<file path="src/rtl/dac_sample_feeder_if.sv">
// DAC-side handshake bundle between the sample feeder and the PMOD DAC SPI block.
interface dac_sample_feeder_if #(
  parameter int unsigned RESOLUTION = 16
);
  logic [RESOLUTION-1:0] dac_din;
  logic                  dac_load;
  logic                  dac_start;
  logic                  dac_busy;

  modport master (output dac_din, output dac_load, output dac_start, input dac_busy);
  modport slave  (input dac_din, input dac_load, input dac_start, output dac_busy);
endinterface

</file>
<file path="src/rtl/dac_sample_feeder.sv">
// Buffers SoC samples in a FIFO and releases one per programmable period to the DAC,
// sequencing load/start strobes and tracking the DAC busy handshake.
module dac_sample_feeder #(
  parameter int unsigned RESOLUTION = 16,
  parameter int unsigned FIFO_DEPTH = 8,
  parameter int unsigned DIV_WIDTH  = 16
) (
  input  logic                          clk,
  input  logic                          rst,
  input  logic [RESOLUTION-1:0]         wr_data,
  input  logic                          wr_en,
  input  logic                          flush,
  input  logic                          enable,
  input  logic [DIV_WIDTH-1:0]          rate_div,
  input  logic                          err_clr,
  output logic                          full,
  output logic                          empty,
  output logic [$clog2(FIFO_DEPTH):0]   level,
  output logic                          overflow,
  output logic                          underrun,
  output logic                          missed_tick,
  output logic                          start_lost,
  dac_sample_feeder_if.master           dac
);

  localparam int unsigned AW        = $clog2(FIFO_DEPTH);
  localparam int unsigned LW        = AW + 1;
  localparam int unsigned WDOG_W    = 3;
  localparam int unsigned WDOG_LAST = 7;

  typedef enum logic [2:0] {
    IDLE,
    LOAD,
    START,
    WAIT_BUSY,
    WAIT_DONE
  } state_t;

  state_t                state, state_nx;
  logic [RESOLUTION-1:0] mem [FIFO_DEPTH];
  logic [AW-1:0]         wr_ptr, rd_ptr;
  logic [LW-1:0]         level_nx;
  logic [DIV_WIDTH-1:0]  cnt;
  logic [WDOG_W-1:0]     wdog;
  logic                  busy_meta, busy_sync;
  logic                  tick_c, push_c, pop_c;
  logic                  load_nx, start_nx, wdog_clr_c;
  logic                  set_underrun_c, set_lost_c, set_missed_c, set_overflow_c;

  // Full is judged on the registered count, so a same-cycle pop never makes room.
  assign push_c         = wr_en && !full && !flush;
  assign set_overflow_c = wr_en && full && !flush;
  assign level_nx       = level + LW'(push_c) - LW'(pop_c);

  always_ff @(posedge clk) begin
    if (push_c) mem[wr_ptr] <= wr_data;
  end

  always_ff @(posedge clk or posedge rst) begin
    if (rst) begin
      wr_ptr <= '0;
      rd_ptr <= '0;
      level  <= '0;
      full   <= 1'b0;
      empty  <= 1'b1;
    end else if (flush) begin
      wr_ptr <= '0;
      rd_ptr <= '0;
      level  <= '0;
      full   <= 1'b0;
      empty  <= 1'b1;
    end else begin
      if (push_c) wr_ptr <= wr_ptr + AW'(1);
      if (pop_c)  rd_ptr <= rd_ptr + AW'(1);
      level <= level_nx;
      full  <= (level_nx == LW'(FIFO_DEPTH));
      empty <= (level_nx == LW'(0));
    end
  end

  // Sample-period timer; a rate_div below the count wraps through the full range.
  assign tick_c = enable && (cnt == rate_div);

  always_ff @(posedge clk or posedge rst) begin
    if (rst)          cnt <= '0;
    else if (!enable) cnt <= '0;
    else if (tick_c)  cnt <= '0;
    else              cnt <= cnt + DIV_WIDTH'(1);
  end

  always_ff @(posedge clk or posedge rst) begin
    if (rst) begin
      busy_meta <= 1'b0;
      busy_sync <= 1'b0;
    end else begin
      busy_meta <= dac.dac_busy;
      busy_sync <= busy_meta;
    end
  end

  always_ff @(posedge clk or posedge rst) begin
    if (rst) state <= IDLE;
    else     state <= state_nx;
  end

  always_comb begin
    state_nx       = state;
    pop_c          = 1'b0;
    load_nx        = 1'b0;
    start_nx       = 1'b0;
    wdog_clr_c     = 1'b0;
    set_underrun_c = 1'b0;
    set_lost_c     = 1'b0;
    case (state)
      IDLE: begin
        if (tick_c) begin
          if (!empty && !flush) begin
            pop_c    = 1'b1;
            load_nx  = 1'b1;
            state_nx = LOAD;
          end else if (empty) begin
            set_underrun_c = 1'b1;
          end
        end
      end
      LOAD: begin
        start_nx = 1'b1;
        state_nx = START;
      end
      START: begin
        wdog_clr_c = 1'b1;
        state_nx   = WAIT_BUSY;
      end
      WAIT_BUSY: begin
        if (busy_sync) begin
          state_nx = WAIT_DONE;
        end else if (wdog == WDOG_W'(WDOG_LAST)) begin
          set_lost_c = 1'b1;
          state_nx   = IDLE;
        end
      end
      WAIT_DONE: begin
        if (!busy_sync) state_nx = IDLE;
      end
      default: state_nx = IDLE;
    endcase
  end

  assign set_missed_c = tick_c && (state != IDLE);

  always_ff @(posedge clk or posedge rst) begin
    if (rst)                     wdog <= '0;
    else if (wdog_clr_c)         wdog <= '0;
    else if (state == WAIT_BUSY) wdog <= wdog + WDOG_W'(1);
  end

  // Data is captured at pop and held through load and start.
  always_ff @(posedge clk or posedge rst) begin
    if (rst) begin
      dac.dac_din   <= '0;
      dac.dac_load  <= 1'b0;
      dac.dac_start <= 1'b0;
    end else begin
      if (pop_c) dac.dac_din <= mem[rd_ptr];
      dac.dac_load  <= load_nx;
      dac.dac_start <= start_nx;
    end
  end

  // Sticky flags: a same-cycle set beats err_clr.
  always_ff @(posedge clk or posedge rst) begin
    if (rst) begin
      overflow    <= 1'b0;
      underrun    <= 1'b0;
      missed_tick <= 1'b0;
      start_lost  <= 1'b0;
    end else begin
      overflow    <= set_overflow_c | (overflow    & ~err_clr);
      underrun    <= set_underrun_c | (underrun    & ~err_clr);
      missed_tick <= set_missed_c   | (missed_tick & ~err_clr);
      start_lost  <= set_lost_c     | (start_lost  & ~err_clr);
    end
  end

endmodule

</file>
<file path="src/flat_wrapper.sv">
// flat-port wrapper written by rule: the top's interface ports become plain ports
module dac_sample_feeder_flat 
#(
  parameter int unsigned RESOLUTION = 16,
  parameter int unsigned FIFO_DEPTH = 8,
  parameter int unsigned DIV_WIDTH  = 16
)
  (clk, rst, wr_data, wr_en, flush, enable, rate_div, err_clr, full, empty, level, overflow, underrun, missed_tick, start_lost, dac_dac_din, dac_dac_load, dac_dac_start, dac_dac_busy);
  dac_sample_feeder_if #(.RESOLUTION(RESOLUTION)) dac_i ();
  input  logic clk;
  input  logic rst;
  input  logic [RESOLUTION-1:0] wr_data;
  input  logic wr_en;
  input  logic flush;
  input  logic enable;
  input  logic [DIV_WIDTH-1:0] rate_div;
  input  logic err_clr;
  output logic full;
  output logic empty;
  output logic [$clog2(FIFO_DEPTH):0] level;
  output logic overflow;
  output logic underrun;
  output logic missed_tick;
  output logic start_lost;
  output wire logic [$bits(dac_i.dac_din)-1:0] dac_dac_din;
  output wire logic [$bits(dac_i.dac_load)-1:0] dac_dac_load;
  output wire logic [$bits(dac_i.dac_start)-1:0] dac_dac_start;
  input wire logic [$bits(dac_i.dac_busy)-1:0] dac_dac_busy;
  assign dac_dac_din = dac_i.dac_din;
  assign dac_dac_load = dac_i.dac_load;
  assign dac_dac_start = dac_i.dac_start;
  assign dac_i.dac_busy = dac_dac_busy;
  dac_sample_feeder #(.RESOLUTION(RESOLUTION), .FIFO_DEPTH(FIFO_DEPTH), .DIV_WIDTH(DIV_WIDTH)) u_core (.clk(clk), .rst(rst), .wr_data(wr_data), .wr_en(wr_en), .flush(flush), .enable(enable), .rate_div(rate_div), .err_clr(err_clr), .full(full), .empty(empty), .level(level), .overflow(overflow), .underrun(underrun), .missed_tick(missed_tick), .start_lost(start_lost), .dac(dac_i));
endmodule
</file>
<file path="config.mk">
export PLATFORM = sky130hd
export DESIGN_NAME = dac_sample_feeder_flat
export DESIGN_NICKNAME = d
export VERILOG_FILES = /design/src/rtl/dac_sample_feeder_if.sv /design/src/rtl/dac_sample_feeder.sv /design/src/flat_wrapper.sv
export SDC_FILE = /design/constraint.sdc
export NUM_CORES = 1
export LEC_CHECK = 0
export BUFFER_PORTS_ARGS = -buffer_cell sky130_fd_sc_hd__buf_2
export CAP_MARGIN = 0
export CORE_MARGIN = 10
export CORE_UTILIZATION = 50
export CTS_BUF_LIST = sky130_fd_sc_hd__clkbuf_4 sky130_fd_sc_hd__clkbuf_8 sky130_fd_sc_hd__clkbuf_16
export CTS_CLUSTER_DIAMETER = 60
export DETAILED_ROUTE_END_ITERATION = 10
export PLACE_DENSITY = 0.66
export SLEW_MARGIN = 25
export SYNTH_ARGS = -nofsm -noshare
export SYNTH_HDL_FRONTEND = slang
export SYNTH_SLANG_ARGS = --single-unit
export TNS_END_PERCENT = 20
</file>
<file path="constraint.sdc">
create_clock -name clk -period 3.4 [get_ports clk]
set_input_delay 0.17 -clock clk [delete_from_list [all_inputs] [get_ports clk]]
set_output_delay 0.17 -clock clk [all_outputs]
set_load 0.005 [all_outputs]
</file>
[After elaboration in Yosys (flattened, before gate mapping)]
Memory sizes are Yosys's and may differ from the RTL's. A register that Yosys moved wholly into a read port is not among the register bits.
Index checks and enable logic that the tools add are counted.
Word-level totals
  register bits: 42
  memory bits (writable): 128
  bits of input ports: 39
  output and inout bits: 28
  logic and storage cells: 91
  memories: 1
Operators by class
  add/subtract/negate cells: 6
  equal/unequal tests: 11
  multiplexer cells: 31
  bitwise logic cells: 9
  reduce and logical (&&, ||, !) cells: 17
Memory list
  u_core.mem: depth 8, width 16, read ports 1, clocked after Yosys merged registers in 1, wr ports 1, RTL line dac_sample_feeder.sv:40  | logic [RESOLUTION-1:0] mem [FIFO_DEPTH];
Operators with widths (number)
  $mux 3: 11
  $mux 16: 2
  $add 16x1->16 const B: 1
  $eq 16x16->1: 1
  $mux 1: 16
  $pmux 3 s5: 1
  $add 3x1->3 const B: 3
  $logic_and 1x1->1: 7
  $eq 3x2->1 const B: 2
  $eq 3x3->1 const B: 2
  $reduce_bool 2->1: 3
  $add 4x1->4: 1
  $and 1x1->1: 4
  $eq 4x4->1 const B: 1
  $logic_not 4->1: 1
  $mux 4: 1
  $ne 2x1->1 const B: 2
  $or 1x1->1: 4
  $reduce_and 4->1: 1
  $sub 4x1->4: 1
  $eq 3x1->1 const B: 1
  $logic_not 1->1: 3
  $logic_not 3->1: 1
  $ne 3x1->1 const B: 1
  other kinds (3): 3

[Logic depth before layout (Yosys ltp)]
Gate-level depths: netlist of run 1.
  depth after elaboration: 8
  mapped depth: 13
  gate-level depth less buffers: 12

[Least setup slack after synthesis of run 1]
No wires, ideal clock.
  path type: reg-to-reg
  start point: reg u_core.state[0]
  end point: reg u_core.full
  library setup time: 0.066 ns
  arrival time: 2.556 ns
  data required time: 3.334 ns
  setup slack: 0.778 ns
  cell stages (with the launch flop): 13
  buffers on the path: 1
  clock period less this slack: 2.622 ns
  cells stage by stage: dfrtp_1 buf_2 nor3_4 nor3b_1 nand4_1 nor3_1 ha_1 inv_1 ha_1 fa_1 xnor2_1 nor3b_1 and2_1
On the way
  cells in the longest elaborated chain, start to end: 5
RTL lines
  from (decl): RTL line dac_sample_feeder.sv:39  | state_t state, state_nx;
  from (signal assigned): RTL line dac_sample_feeder.sv:103  | else state <= state_nx;
  $logic_not 3->1
  $mux 1
  net u_core.load_nx: RTL line dac_sample_feeder.sv:47  | logic load_nx, start_nx, wdog_clr_c;
  $sub 4x1->4: RTL line dac_sample_feeder.sv:53  | assign level_nx = level + LW'(push_c) - LW'(pop_c);
  $eq 4x4->1: RTL line dac_sample_feeder.sv:76  | full <= (level_nx == LW'(FIFO_DEPTH));
  $mux 1: RTL line dac_sample_feeder.sv:66  | end else if (flush) begin
  to (signal assigned): RTL line dac_sample_feeder.sv:76
  to (decl): RTL line dac_sample_feeder.sv:16  | output logic full,
The timed path passes the listed nets, and every way through them passes these cells.
A chain may end at the register's enable or synchronous reset.

[Final worst setup path of run 1]
  start point: reg u_core.state[0]
  end point: reg u_core.empty
On the way
  cells in the longest elaborated chain, start to end: 5
RTL lines
  $logic_not 3->1
  $mux 1
  net u_core.load_nx: RTL line dac_sample_feeder.sv:47
  $sub 4x1->4: RTL line dac_sample_feeder.sv:53
  $logic_not 4->1: RTL line dac_sample_feeder.sv:77  | empty <= (level_nx == LW'(0));
  $mux 1: RTL line dac_sample_feeder.sv:66
  to (signal assigned): RTL line dac_sample_feeder.sv:77
  to (decl): RTL line dac_sample_feeder.sv:17  | output logic empty,
The timed path passes the listed nets, and every way through them passes these cells.

==> reports/results.tsv, run 1 <==
stage	metric	value	unit
synth	synth_edf_count	128	
synth	postSynthAreaPerCell	16.9	um2
floorplanning	initial_core_util	50.5	%
floorplanning	pin_count	67	
place	globalplace.congestion	0.817	
synth	yosys.area_share.adder	1.74	%
synth	synth_seq_cells	186	
cells_and_area	utilization	59.1	%
clock_network	clk_pin_slew_worst_paths	70	ps
cells_and_area	fill_cells	1134	
setup_path	crit_buf_inv	1	
synth	synth_top_area_share	50.4	%
synth	synth-compound-area-share	1.72	%
detailed_routing	drtIter0Drc	276	
setup_path	critPathSlowestCell	dfrtp_1	
timing	fin_worst_skew	8.65	ps
synth	synth_top_family_by_area	multiplexers	
synth	synthArstFlopShare	31.2	%
timing	hold_slack	11.7	ps
setup_path	ff2ff_setup_slack	450	ps
timing	relSlewSlack	34.3	%
setup_path	cp-end-kind	flop	
floorplanning	coreArea	15100	um2
synth	synth_mux_area_share	14.6	%
clock_network	insertion_delay	430	ps
global_routing	grt_pass1_wl	23400	um
detailed_routing	num_vias	4057	
global_routing	antenna_found_initial	3	
timing	fin_setup_tns	0	ps
cells_and_area	nets	589	
global_routing	grt_max_degree	40	
place	io_buffers	66	
detailed_routing	drt_pre_antenna_iters	5	
synth	synthDistinctLibCells	43	
synth	synth_common_cells	edfxtp_1, dfrtp_1, nor2_1, mux2_2, mux4_2	
setup_path	path_cells	nor3_4, nor3b_1, nand4_1, nor3_1, ha_1, inv_1, ha_1, fa_1, xnor2_1, nor3b_1, nor2_1, nor2_1	
power_and_ir_drop	ir_drop	0.344	mV
timing	maxSlewViolCount	0	
timing	rsz0062_at_grt	false	
cells_and_area	area_growth	16.9	%
floorplanning	die_area	20600	um2
timing	fin_crit_sh	86.7	%
timing	tightest_slew	986	ps
floorplanning	std_cell_rows	45	
global_routing	grt_pass1_vias	4330	
clock_network	clk_root_buffer_cell	clkbuf_16	
detailed_routing	ant_nets	0	
clock_network	cts_post_setup_buffers_inserted	0	
timing	setup_viol	0	
setup_path	cp_max_fo	9	
synth	synth-simple-area-share	7.55	%
setup_path	startpoint_type	flop	
timing	hold_viol_final	0	
timing	fmax	339	MHz
clock_network	htree_levels	4	
clock_network	clock_sinks	186	
power_and_ir_drop	leakage	0.00335	uW
setup_path	worst_ep_arrival_time	3300	ps
setup_path	crit_required	3760	ps
power_and_ir_drop	cellPowerDensity	556	nW/um2
synth	synth_warnings	0	
detailed_routing	wirelength	14700	um
synth	yosysTopAreaCell	edfxtp_1	
global_routing	overflow	0	
setup_path	crit_type	flop to flop	
floorplanning	die-height	144	um
detailed_routing	drc	0	
detailed_routing	avgRoutedWirePerCell	19.8	um
clock_network	cts_tree	yes	
cells_and_area	drive_gt1_share	33.5	%
synth	synthCells	450	
synth	yosysMostFrequentCell	edfxtp_1	
floorplanning	die_w	144	um
setup_path	slowest_delay	480	ps
hold_path	hold_class	primary input to flop	
synth	ys_top_cells_by_area	edfxtp_1, dfrtp_1, mux4_2, mux2_2, xnor2_1	
detailed_routing	via_per_inst	5.47	
clock_network	cts_resized	0	
synth	synth-main-ff-cell	edfxtp_1	
place	dp_hpwl	9230	um
status	outcome	complete, no violations	
setup_path	path_delay_family	simple AND/OR/NAND/NOR gates	
global_routing	grt_use_total	15.1	%
run	max_cap_viol_count	0	
clock_network	cts_buffers	17	
clock_network	clock_path_buffers	2	
place	pre_cts_slack	419	ps
timing	min_period	2950	ps
synth	netlist_area	7630	um2
synth	seq_area_frac_synth	69.4	%
synth	synth_xor_area_share	3.22	%
timing	setup_ws	451	ps
synth	syn_nets	499	
[area by class of cell]
cell class	instances	area, um2	share of cell area (%)
Timing Repair Buffer	86	510	5.72
Clock inverter	14	169	1.89
Sequential cell	186	5300	59.4
Multi-Input combinational cell	232	2210	24.7
Tap cell	188	235	2.64
Antenna cell	1	2.50	0.0281
Clock buffer	18	433	4.85
Inverter	17	63.8	0.715
[kinds of logic (layout without fill, tap and decap cells)]
family,count (synthesis),count (layout)
flops,186,186
simple gates,109,109
mux,67,67
buf+inv,32,135
xor+xnor,28,28
compound gates,18,18
fa+ha+maj,10,10
other cells,0,1
[flip-flops by register name (all words and copies together), names as in the netlist, 3 cells and up]
signal              flops
u_core.wdog             3
u_core.cnt             16
u_core.rd_ptr           3
u_core.level            4
u_core.wr_ptr           3
u_core.dac.dac_din     16
u_core.mem            128
u_core.state            3
[per-layer routing]
layer / wire (um) / share of wire, % / up-vias / global-route usage (%)
li1: - / - / 1885 / -
met1: 6530 / 44 / 2064 / 18.8
met2: 7220 / 49 / 81 / 24.8
met3: 739 / 5.0 / 23 / 4.06
met4: 186 / 1.3 / 4 / 5.48
met5: 15 / 0.10 / - / 0
[power breakdown]
group	switching, uW	total [uW]	internal [uW]
Sequential	85.0	2620	2540
Clock	858	1970	1110
Combinational	205	374	169
[worst register-to-register path, stage by stage (launching register included)]
cell and delay (ps):
dfrtp_1 480, nor3_4 260, nor3b_1 290, nand4_1 180, nor3_1 270, ha_1 170
inv_1 40, ha_1 210, fa_1 390, xnor2_1 180, nor3b_1 240, nor2_1 60
nor2_1 100
[final timing paths]
path,startpoint,end,depth (start not counted)
worst max-delay path,u_core.state[0],u_core.empty,12
worst min-delay path,wr_data[0],u_core.mem[1][0],1
worst max register to register,u_core.state[0],u_core.empty,12
worst min register to register,u_core.busy_meta,u_core.busy_sync,0
max in group asynchronous,rst,u_core.empty,4
min in group asynchronous,rst,u_core.dac.dac_din[7],3
[layout by cell type, fill, tap and decap left out, types with 3 or more instances in the layout]
cell           Yosys  routed
o21ai_0            3       3
nand2b_1          14      14
buf_4              0      12
xor2_1             9       9
inv_8              0       3
mux2_2            33      33
a21oi_1            3       3
nand4_1            4       4
xnor2_1           19      19
nor2_1            36      36
inv_1             17      16
dfrtp_1           57      56
nor2b_1            6       6
ha_1               9       9
nor3b_1            3       3
o2111a_1           3       3
o22ai_1            3       3
clkbuf_16          0      17
dlygate4sd3_1      0       7
mux4_2            32      32
nand2_1           19      19
edfxtp_1         128     128
nand3_1            8       8
clkinvlp_4         0       5
buf_2              5      66
[metrics by stage]
step	instance area, um2	instances	power, uW
floorplan	7630	450	2890
global placement	8240	702	3020
detailed placement	8240	702	3040
CTS	8920	741	5010
global route	8920	741	5160
finish	8920	742	4960
[what timing repair did]
| item | in CTS | in global routing |
|---|---|---|
| setup endpoints to repair | 0 | 0 |
| endpoints found under the hold margin | 58 | 0 |
| hold buffers | 7 | 0 |
No activity file was read; power rests on OpenSTA's default activity.
==> inputs of run 2 (changes only) <==
RECOVER_POWER = 25   (was unset)
==> run 2 against run 1 <==
Sequential power about the same. Power down 0.15%. Worst setup slack worse by 2.1 ps. Largest power group unchanged. Global-route usage unchanged. Sequential share of layout area up 0.13 points. Highest routed layer is now met4. First-iteration DRC count up 6.2%. Critical endpoint unchanged. Count of clock-buffer cells in the layout unchanged. Utilization down 0.12 points. Clock power about the same. Final cell count down 0.13%.
==> reports/results.tsv, run 2 (synthesis gave the netlist of run 1 again) <==
stage	metric	value	unit	change
status	outcome	complete, no violations		
clock_network	cts_tree	yes		
power_and_ir_drop	ir_drop	0.339	mV	-1.4%
place	dp_hpwl	9230	um	unchanged
timing	hold_viol_final	0		unchanged
floorplanning	std_cell_rows	45		unchanged
cells_and_area	register_area	5300	um2	unchanged
detailed_routing	drc	0		unchanged
floorplanning	pin_count	67		unchanged
place	dpl.cell_count	702		unchanged
timing	rsz0062_at_grt	false		
power_and_ir_drop	clkPwrFrac	39.6	%	about the same
clock_network	clock_sinks	186		unchanged
hold_path	hold_class	primary input to flop		
detailed_routing	via_per_inst	5.47		+0.11%
cells_and_area	design_area	8900	um2	-0.21%
cells_and_area	nets	589		unchanged
power_and_ir_drop	cellPowerDensity	557	nW/um2	about the same
setup_path	startpoint_type	flop		
cells_and_area	multiInputGateArea	2210	um2	unchanged
timing	tightest_slew	967	ps	-19.1 ps
clock_network	htree_levels	4		unchanged
timing	fin_crit_sh	86.8	%	about the same
detailed_routing	drtIter0Drc	293		+6.2%
power_and_ir_drop	comb_power_share	7.5	%	about the same
global_routing	grt_use_total	15.1	%	unchanged
place	place_area	8240	um2	unchanged
cells_and_area	largest_reg_flops	128		unchanged
setup_path	cp-end-kind	flop		
cells_and_area	layout_common_cells	edfxtp_1, dfrtp_1, buf_2		
clock_network	clk_pin_slew_worst_paths	70	ps	about the same
floorplanning	initial_core_util	50.5	%	unchanged
floorplanning	die_w	144	um	unchanged
global_routing	antenna_found_initial	0		-3
power_and_ir_drop	p_int	3810	uW	about the same
setup_path	crit_type	flop to flop		
setup_path	ff2ff_setup_slack	450	ps	about the same
clock_network	cts_post_setup_buffers_inserted	0		unchanged
setup_path	path_cells	nor3_4, nor3b_1, nand4_1, nor3_1, ha_1, inv_1, ha_1, fa_1, xnor2_1, nor3b_1, nor2_1, nor2_1		
detailed_routing	drt_pre_antenna_iters	5		unchanged
detailed_routing	avgRoutedWirePerCell	19.8	um	+0.16%
global_routing	overflow	0		unchanged
place	io_buffers	66		unchanged
timing	min_period	2950	ps	+2.06 ps
timing	fin_worst_skew	13.2	ps	+4.52 ps
timing	setup_viol	0		unchanged
timing	relSlewSlack	35.6	%	+1.3 points
place	globalplace.congestion	0.817		unchanged
cells_and_area	n_antenna_cell	0		-1
cells_and_area	reg_top3	u_core.mem x128, u_core.cnt x16, u_core.dac.dac_din x16		
detailed_routing	ant_nets	0		unchanged
clock_network	cts_resized	0		unchanged
cells_and_area	regMostFlops	u_core.mem		
setup_path	critPathSlowestCell	dfrtp_1		
global_routing	grt_pass1_vias	4330		unchanged
place	pre_cts_slack	419	ps	unchanged
detailed_routing	num_vias	4056		-0.025%
global_routing	grt_pass1_wl	23400	um	unchanged
clock_network	clock_path_buffers	2		unchanged
cells_and_area	final_cells	741		-0.13%
clock_network	clk_root_buffer_cell	clkbuf_16		
detailed_routing	wirelength	14700	um	about the same
clock_network	cts_buffers	17		unchanged
setup_path	cp_max_fo	9		unchanged
floorplanning	die-height	144	um	unchanged
floorplanning	coreArea	15100	um2	unchanged
run	max_cap_viol_count	0		unchanged
timing	maxSlewViolCount	0		unchanged
clock_network	insertion_delay	430	ps	about the same
timing	setup_ws	449	ps	-2.06 ps
timing	fmax	339	MHz	about the same
setup_path	crit_required	3750	ps	about the same
floorplanning	die_area	20600	um2	unchanged
cells_and_area	fill_cells	1146		+1.1%
power_and_ir_drop	swShare	23.0	%	-0.083 points
power_and_ir_drop	seqPwrFrac	52.9	%	about the same
setup_path	slowest_delay	490	ps	about the same
setup_path	worst_ep_arrival_time	3300	ps	about the same
cells_and_area	layout_commonest_cell	edfxtp_1		
global_routing	grt_max_degree	40		unchanged
timing	fin_setup_tns	0	ps	unchanged
cells_and_area	drive_gt1_share	31.1	%	-2.4 points
power_and_ir_drop	leakage	0.00331	uW	-1.1%
power_and_ir_drop	power_switching	1140	uW	-0.51%
cells_and_area	area_growth	16.7	%	
==> run 2: power groups by stage <==
stage | combinational, uW | clock, uW | sequential [uW]
3_3_place_gp | 362 | 0 | 2660
3_5_place_dp | 373 | 0 | 2670
6_report | 372 | 1960 | 2620
5_1_grt | 421 | 2110 | 2630
4_1_cts | 383 | 2000 | 2620
2_1_floorplan | 248 | 0 | 2640
==> run 2: layout make-up <==
cell class / instances / area share [%]
repair buffers: 86 / 5.55
multi-input cells: 232 / 24.8
inverters: 17 / 0.717
clock inverters: 14 / 1.90
well taps: 188 / 2.64
flip-flops and latches: 186 / 59.5
clock buffers: 18 / 4.86
==> run 2: what timing repair did <==
| item | 4_1_cts | 5_1_grt |
|---|---|---|
| hold buffers | 7 | 0 |
| endpoints found under the hold margin | 58 | 0 |
| setup endpoints to repair | 0 | 0 |
==> run 2: layer usage <==
layer	up-vias	share of wire (%)	GRT usage, %	wire length, um
li1	1883	-	-	-
met1	2078	45	18.8	6540
met2	84	50	24.8	7300
met3	11	4.9	4.06	724
met4	0	0.81	5.48	119
met5	-	0	0	0
==> run 2: final timing paths <==
check                      cells after the start                endpoint             start
hold reg to reg                                0        u_core.busy_sync  u_core.busy_meta
setup / recovery                              12            u_core.empty   u_core.state[0]
min in group asynchronous                      3  u_core.dac.dac_din[14]               rst
setup reg to reg                              12            u_core.empty   u_core.state[0]
max in group asynchronous                      4            u_core.empty               rst
hold / removal                                 3         u_core.overflow             wr_en
==> run 2: worst max-delay path, delay by kind of cell, from the launching register on <==
family | cells | cell delay, ps
xor+xnor | 1 | 180
simple gates | 7 | 1400
buf+inv | 1 | 40
fa+ha+maj | 3 | 760
flops | 1 | 490
==> run 2: per-stage QoR <==
step                      total power (uW)  util (%)  hold WS, ps
after global routing                  5160      59.0         34.8
final                                 4950      59.0         37.1
after detailed placement              3040      54.6          283
after floorplan                       2890         -          201
after global placement                3020      54.6          284
after CTS                             5010      59.1        0.661
